**config.mk**
```make
export PLATFORM = sky130hd
export DESIGN_NAME = reg_writeback_unit
export DESIGN_NICKNAME = d
export VERILOG_FILES = /design/src/rtl/reg_writeback_unit.sv
export SDC_FILE = /design/constraint.sdc
export NUM_CORES = 1
export LEC_CHECK = 0
export BUFFER_PORTS_ARGS = -buffer_cell sky130_fd_sc_hd__clkbuf_2
export CAP_MARGIN = 20
export CORE_MARGIN = 2
export CORE_UTILIZATION = 30
export DETAILED_ROUTE_END_ITERATION = 10
export GPL_TIMING_DRIVEN = 0
export MAX_ROUTING_LAYER = met4
export PLACE_DENSITY_LB_ADDON = 0.08
export SYNTH_ARGS = -nofsm -noshare
export SYNTH_HDL_FRONTEND = slang
export SYNTH_SLANG_ARGS = --single-unit
export TNS_END_PERCENT = 100
```
**constraint.sdc**
```tcl
create_clock -name clk -period 5.9 [get_ports clk]
set_clock_uncertainty 0.2 [all_clocks]
set_input_delay 0.295 -clock clk [delete_from_list [all_inputs] [get_ports clk]]
set_output_delay 0.295 -clock clk [all_outputs]
set_load 0.05 [all_outputs]
```
**src/rtl/reg_writeback_unit.sv**
```systemverilog
// MEM/WB pipeline latch and register-file write-back driver.
// Also tracks outstanding writes per register so decode can detect rs/rt hazards.
module reg_writeback_unit #(
  parameter int DATA_WIDTH = 32,
  parameter int REG_ADDR_W = 5,
  parameter int PEND_CNT_W = 2
) (
  input  logic                  clk,
  input  logic                  reset,
  input  logic                  mem_valid,
  input  logic                  mem_reg_write,
  input  logic                  mem_mem_to_reg,
  input  logic [REG_ADDR_W-1:0] mem_write_reg,
  input  logic [DATA_WIDTH-1:0] mem_alu_result,
  input  logic [DATA_WIDTH-1:0] mem_read_data,
  input  logic                  stall,
  input  logic                  flush,
  input  logic                  issue_valid,
  input  logic [REG_ADDR_W-1:0] issue_reg,
  input  logic                  squash_valid,
  input  logic [REG_ADDR_W-1:0] squash_reg,
  input  logic [REG_ADDR_W-1:0] rs_num,
  input  logic [REG_ADDR_W-1:0] rt_num,
  output logic                  rs_pending,
  output logic                  rt_pending,
  output logic                  wb_valid,
  output logic                  regWrite,
  output logic [REG_ADDR_W-1:0] write_reg_num,
  output logic [DATA_WIDTH-1:0] write_data,
  output logic                  sb_error
);

  localparam int NREG = 1 << REG_ADDR_W;
  localparam int SW   = PEND_CNT_W + 2;
  localparam logic signed [SW-1:0] ONE    = SW'(1);
  localparam logic signed [SW-1:0] ZERO   = '0;
  localparam logic signed [SW-1:0] CMAX_S = SW'((1 << PEND_CNT_W) - 1);

  logic [PEND_CNT_W-1:0] cnt     [NREG];
  logic [PEND_CNT_W-1:0] cnt_nxt [NREG];
  logic                  clip;
  logic                  wb_commit;

  // A held write is only retired once, on the edge where the latch moves on.
  assign wb_commit = regWrite & (~stall | flush);

  assign rs_pending = (cnt[rs_num] != '0);
  assign rt_pending = (cnt[rt_num] != '0);

  always_comb begin
    logic signed [SW-1:0] sum;
    // NOTE: every combinational output gets a default first so no path leaves it unassigned (no latch).
    clip       = 1'b0;
    sum        = '0;
    cnt_nxt[0] = '0;
    for (int i = 1; i < NREG; i++) begin
      sum = $signed({2'b00, cnt[i]});
      if (issue_valid && issue_reg == REG_ADDR_W'(i))
        sum = sum + ONE;
      if (wb_commit && write_reg_num == REG_ADDR_W'(i))
        sum = sum - ONE;
      if (squash_valid && squash_reg == REG_ADDR_W'(i))
        sum = sum - ONE;
      if (sum < ZERO) begin
        cnt_nxt[i] = '0;
        clip       = 1'b1;
      end else if (sum > CMAX_S) begin
        cnt_nxt[i] = CMAX_S[PEND_CNT_W-1:0];
        clip       = 1'b1;
      end else begin
        cnt_nxt[i] = sum[PEND_CNT_W-1:0];
      end
    end
  end

  // NOTE: sequential state uses non-blocking assignments so every flop samples pre-edge values.
  always_ff @(posedge clk) begin
    if (!reset) begin
      wb_valid      <= 1'b0;
      regWrite      <= 1'b0;
      write_reg_num <= '0;
      write_data    <= '0;
      sb_error      <= 1'b0;
      // NOTE: the counters are flops, not RAM, and must clear so no phantom hazards survive reset.
      for (int i = 0; i < NREG; i++)
        cnt[i] <= '0;
    end else begin
      if (flush) begin
        wb_valid <= 1'b0;
        regWrite <= 1'b0;
      end else if (!stall) begin
        wb_valid      <= mem_valid;
        regWrite      <= mem_valid & mem_reg_write & (mem_write_reg != '0);
        write_reg_num <= mem_write_reg;
        write_data    <= mem_mem_to_reg ? mem_read_data : mem_alu_result;
      end
      for (int i = 0; i < NREG; i++)
        cnt[i] <= cnt_nxt[i];
      if (clip)
        sb_error <= 1'b1;
    end
  end

endmodule
```
; After elaboration in Yosys (flattened, before gate mapping)
; Memories as Yosys holds them, arrays and structs flattened.
; Index checks and enable logic that the tools add are counted.
[totals]
ff_bits = 40
mem_bits_rw = 64
output_inout_bits = 42
n_memories = 1
[memory_table]
columns = name, depth, word_bits, read_ports, rd_clocked_by_memory_dff, wr, line
row1 = cnt, 32, 2, 33, 0, 32, 39  ; logic [PEND_CNT_W-1:0] cnt [NREG];
[op_classes]
n_addsub = 93
magnitude_cmp = 62
eq_ne = 93
n_mux = 252
n_bitwise = 39
n_reduce_logical = 98
[ops]
columns = operator, n
row1 = $mux W4, 62
row2 = $sub A4 B2 Y4 const B, 62
row3 = $eq A5 B5 Y1 const B, 48
row4 = $mux W2, 94
row5 = $gt A4 B3 Y1 const B, 31
row6 = $lt A4 B1 Y1 const B, 31
row7 = $eq A5 B4 Y1 const B, 24
row8 = $add A2 B1 Y3 const B, 31
row9 = $logic_and A1 B1 Y1, 93
row10 = $mux W3, 31
row11 = $mux W1, 64
row12 = $eq A5 B3 Y1 const B, 12
row13 = $or A1 B1 Y1, 33
row14 = $mux W32, 1
row15 = $eq A5 B2 Y1 const B, 6
row16 = $eq A5 B1 Y1 const B, 3
row17 = $reduce_bool A5 Y1, 1
row18 = $reduce_bool A2 Y1, 2
row19 = $and A1 B1 Y1, 3
row20 = $not A1 Y1, 3
row21 = $reduce_and A2 Y1, 1
row22 = $reduce_or A2 Y1, 1

; Depth between registers and ports, before layout
[logic_depth]
ltp_word = 70
ltp_mapped = 16
depth_no_buf = 14

; Worst setup path before layout
; No wires, ideal clock.
[synth_timing]
path_kind = register to register
start = register regWrite
end = register sb_error
setup_time_ns = 0.138
arrival_time_ns = 3.307
t_required_ns = 5.562
slack_ns = 2.255
path_stages_with_launch = 16
path_buffers = 2
synth_period_minus_slack_ns = 3.645
path_cell_list = dfxtp_1 > nor2b_1 > buf_2 > buf_2 > and3_1 > nand2_1 > xor2_1 > mux2_2 > ha_1 > nand3_1 > xor2_1 > xnor2_1 > and4_1 > nand4_1 > nor4_1 > a41oi_1
[synth_between]
elab_chain_cells = 68
elab_cells_between_ends = 249
cone_classes = add/sub: 31 / order compare: 62 / mux: 124 / bitwise: 1 / reduce/logical: 31
[synth_lines]
columns = item, line
row1 = from (decl), 27  ; output logic regWrite,
row2 = from (signal assigned), 93  ; regWrite <= mem_valid & mem_reg_write & (mem_write_reg != '0);
row3 = $and A1 B1 Y1 *, 45  ; assign wb_commit = regWrite & (~stall | flush);
row4 = $logic_and A1 B1 Y1, 60  ; if (wb_commit && write_reg_num == REG_ADDR_W'(i))
row5 = $mux W4, 60
row6 = $sub A4 B2 Y4, 63  ; sum = sum - ONE;
row7 = $mux W4, 62  ; if (squash_valid && squash_reg == REG_ADDR_W'(i))
row8 = $gt A4 B3 Y1, 67  ; end else if (sum > CMAX_S) begin
row9 = $mux W1, 67
row10 = $mux W1, 64  ; if (sum < ZERO) begin
row11 = [52 not listed], -
row12 = $mux W1, 67
row13 = $mux W1, 64
row14 = $mux W1, 67
row15 = $mux W1, 64
row16 = $mux W1, 67
row17 = $mux W1, 64
row18 = $mux W1, 67
row19 = $mux W1 *, 64
row20 = to (signal assigned), 83  ; sb_error <= 1'b0;
row21 = to (signal assigned), 100  ; sb_error <= 1'b1;
row22 = to (decl), 30  ; output logic sb_error
; Mark *: on every way between the ends. The rest lies on a longest branch, timed or not.
; A chain may end at the register's enable or synchronous reset.

; Final worst setup path
; Ends and elaborated chain as after synthesis.

==> metrics.md <==
| Metric | Value |
|---|---|
| Status | `complete, no violations` |
| Top-Level Pins | `140` |
| Synthesized Nets | `1594` |
| # DRC | `0` |
| Number of synthesized flops with an enable pin | `0` |
| Most frequent cells in the layout | `nor2_1 (172), clkbuf_2 (133), nand2_1 (123), dfxtp_1 (102), ha_1 (91)` |
| Commonest non-fill, non-tap cell in the layout | `nor2_1` |
| Reg clk slew, reported paths | `0.09 ns` |
| Antenna violations before repair | `0` |
| Diodes inserted | `0` |
| CTS Buf Count | `9` |
| Nature of the critical path endpoint | `flip-flop` |
| Tot Pwr | `1.95 mW` |
| Sequential area share after synthesis | `0.181` |
| DRT iter0 DRCs | `678` |
| Synth Area in Adders | `0.101` |
| CP peak stage delay | `0.50 ns` |
| Fin area | `13000 µm²` |
| Clock tree sinks | `102` |
| Clock Latency Late Sink | `0.40 ns` |
| Overall Global Routing Usage | `0.240` |
| Pre-CTS setup slack | `0.967 ns` |
| Ys async rst share | `0` |
| CP Class | `flip-flop to flip-flop` |
| Largest net degree at the start of global routing | `21` |
| Gr ovfl total | `0` |
| Die X | `198 µm` |
| CP required | `5.95 ns` |
| TritonCTS clock tree | `done` |
| Fin. max-slew vios | `0` |
| Main synth FF type | `dfxtp_1` |
| MaxCap Viol Count | `0` |
| Yosys warns | `0` |
| Mapped Cells | `1405` |
| Worst path cell trace | `nor2b_1 -> buf_2 -> buf_2 -> and3_1 -> nand2_1 -> xor2_1 -> mux2_2 -> ha_1 -> nand3_1 -> xor2_1 -> xnor2_1 -> and4_1 -> nand4_1 -> nor4_1 -> a41oi_1` |
| Die area | `39300 µm²` |
| Vias post-DR | `11500` |
| RSZ-0062 raised after global routing | `false` |
| Row count | `71` |
| P per Cell Area | `150 nW/µm²` |
| Peak supply drop | `0.184 mV` |
| Synth unique cells | `89` |
| Number of non-filler instances in the completed layout | `2074` |
| Vias per inst | `5.56` |
| Clock Tree Buf Depth | `2` |
| Yosys reg bits | `102` |
| Drt pass-1 iters | `6` |
| Delay-heaviest family, CP | `simple AND/OR/NAND/NOR gates` |
| Share of cells above drive strength 1 | `0.175` |
| Worst min path class | `input port to flip-flop` |
| Final Cycle Share | `0.787` |
| Post-synthesis compound-gate area fraction | `0.151` |
| Root Buffer | `clkbuf_16` |
| Syn Area/Cell | `8.05 µm²` |
| CP max FO | `10` |
| Inst Count DP | `2049` |
| TNS Setup | `0 ns` |
| Fmax | `0.215 GHz` |
| Drt total wl | `45300 µm` |
| Worst path slowest cell | `nor2b_1` |
| Core ar. | `37400 µm²` |
| Critical Path AT | `4.69 ns` |
| Post-DP HPWL | `36400 µm` |
| Number of global-route vias before repair | `11000` |
| Largest family of logic cells by synthesized area | `simple AND/OR/NAND/NOR gates` |
| First-pass GRT wire length | `67800 µm` |
| DP Area | `12600 µm²` |
| Routed Antenna Nets | `0` |
| Area overhead of the layout relative to synthesis | `15.2%` |
| Max_slew headroom | `0.227` |
| Nets | `1747` |
| Mux cell area share after synthesis | `0.127` |
| Worst path buffer plus inverter count | `2` |
| Cell Area, Synth | `11300 µm²` |
| Routed length per instance | `21.8 µm` |
| Final core occ | `0.348` |
| Post-synthesis xor/xnor area fraction | `0.119` |
| Final critical-path required period | `4.64 ns` |
| H-tree levels | `3` |
| Final Worst Setup Slack | `1.26 ns` |
| Setup Fix Bufs, Post-CTS | `0` |
| Leakage power | `4.99 nW` |
| Final setup violation count | `0` |
| Simple-gate share of the synthesized area | `0.281` |
| GP Congestion | `0.907` |
| Final Hold Fails | `0` |
| PortBufs | `131` |
| DIE HEIGHT | `198 µm` |
| Initial core utilization | `0.302` |
| Tightest Pin Transition | `1.14 ns` |
| Smallest hold slack | `0.0159 ns` |
| CP startpoint kind | `flip-flop` |
final timing paths:
path / from / endpoint / slack [ns] / cells past startpoint
setup / recovery: regWrite / sb_error / 1.26 / 15
hold / removal: mem_read_data[9] / write_data[9] / 0.02 / 3
setup reg to reg: regWrite / sb_error / 1.26 / 15
hold reg to reg: write_data[19] / write_data[19] / 0.30 / 2
power by group:
part	switching [mW]	leakage [nW]	internal [mW]	total, mW
registers	0.0256	0.832	0.719	0.745
clock network	0.363	0.149	0.302	0.665
logic	0.355	4.01	0.187	0.542
state kept, by name, summed over array words and instances, names as in the netlist:
| register | flops |
|---|---|
| cnt | 62 |
| regWrite | 1 |
| sb_error | 1 |
| wb_valid | 1 |
| write_data | 32 |
| write_reg_num | 5 |
synthesized netlist by cell type (25+ instances only):
cell type | count | area [µm²]
a211oi_1 | 47 | 353
nand2_1 | 123 | 462
buf_2 | 26 | 130
mux2_2 | 30 | 338
nand3_1 | 72 | 360
dfxtp_1 | 102 | 2040
inv_1 | 25 | 93.8
xnor2_1 | 75 | 657
nor2_1 | 172 | 646
xor2_1 | 69 | 604
nor3_1 | 27 | 135
mux2i_1 | 72 | 721
o21ai_0 | 30 | 150
clkbuf_1 | 40 | 150
a21oi_1 | 61 | 305
ha_1 | 91 | 1140
nand4_1 | 45 | 282
worst reg2reg max path: cells and delay by family (launching register included):
family / cells / cell delay [ns]
and+or+nand+nor: 7 / 1.74
xor gates and xnor gates: 3 / 0.63
DFF: 1 / 0.42
AOI/OAI and AO/OA: 1 / 0.17
muxes: 1 / 0.28
adders and majority gates: 1 / 0.19
buffers and inverters: 2 / 0.86
layout make-up:
class	count	area (µm²)
fillers	4026	24400
multi-input cells	1200	8820
flip-flops and latches	102	2040
repair buffers	142	764
well taps	511	639
plain buffers	77	365
clock buffers	9	225
inverters	26	97.6
clock inverters	7	72.6
layer usage:
metal / track usage / part of all wire
met5: - / 0
met4: 0.0816 / 0.030
met3: 0.0315 / 0.055
met2: 0.378 / 0.45
met1: 0.315 / 0.47
logic make-up after synthesis:
family          Yosys count
buf+inv                 103
mux                     119
xor+xnor                149
flops                   102
simple gates            598
compound gates          243
fa+ha+maj                91
what timing repair did:
action	CTS	global route
endpoints found under the hold margin	8	0
resized for setup	0	0
hold buffers	9	0
Power figures use the tool's default switching activity.
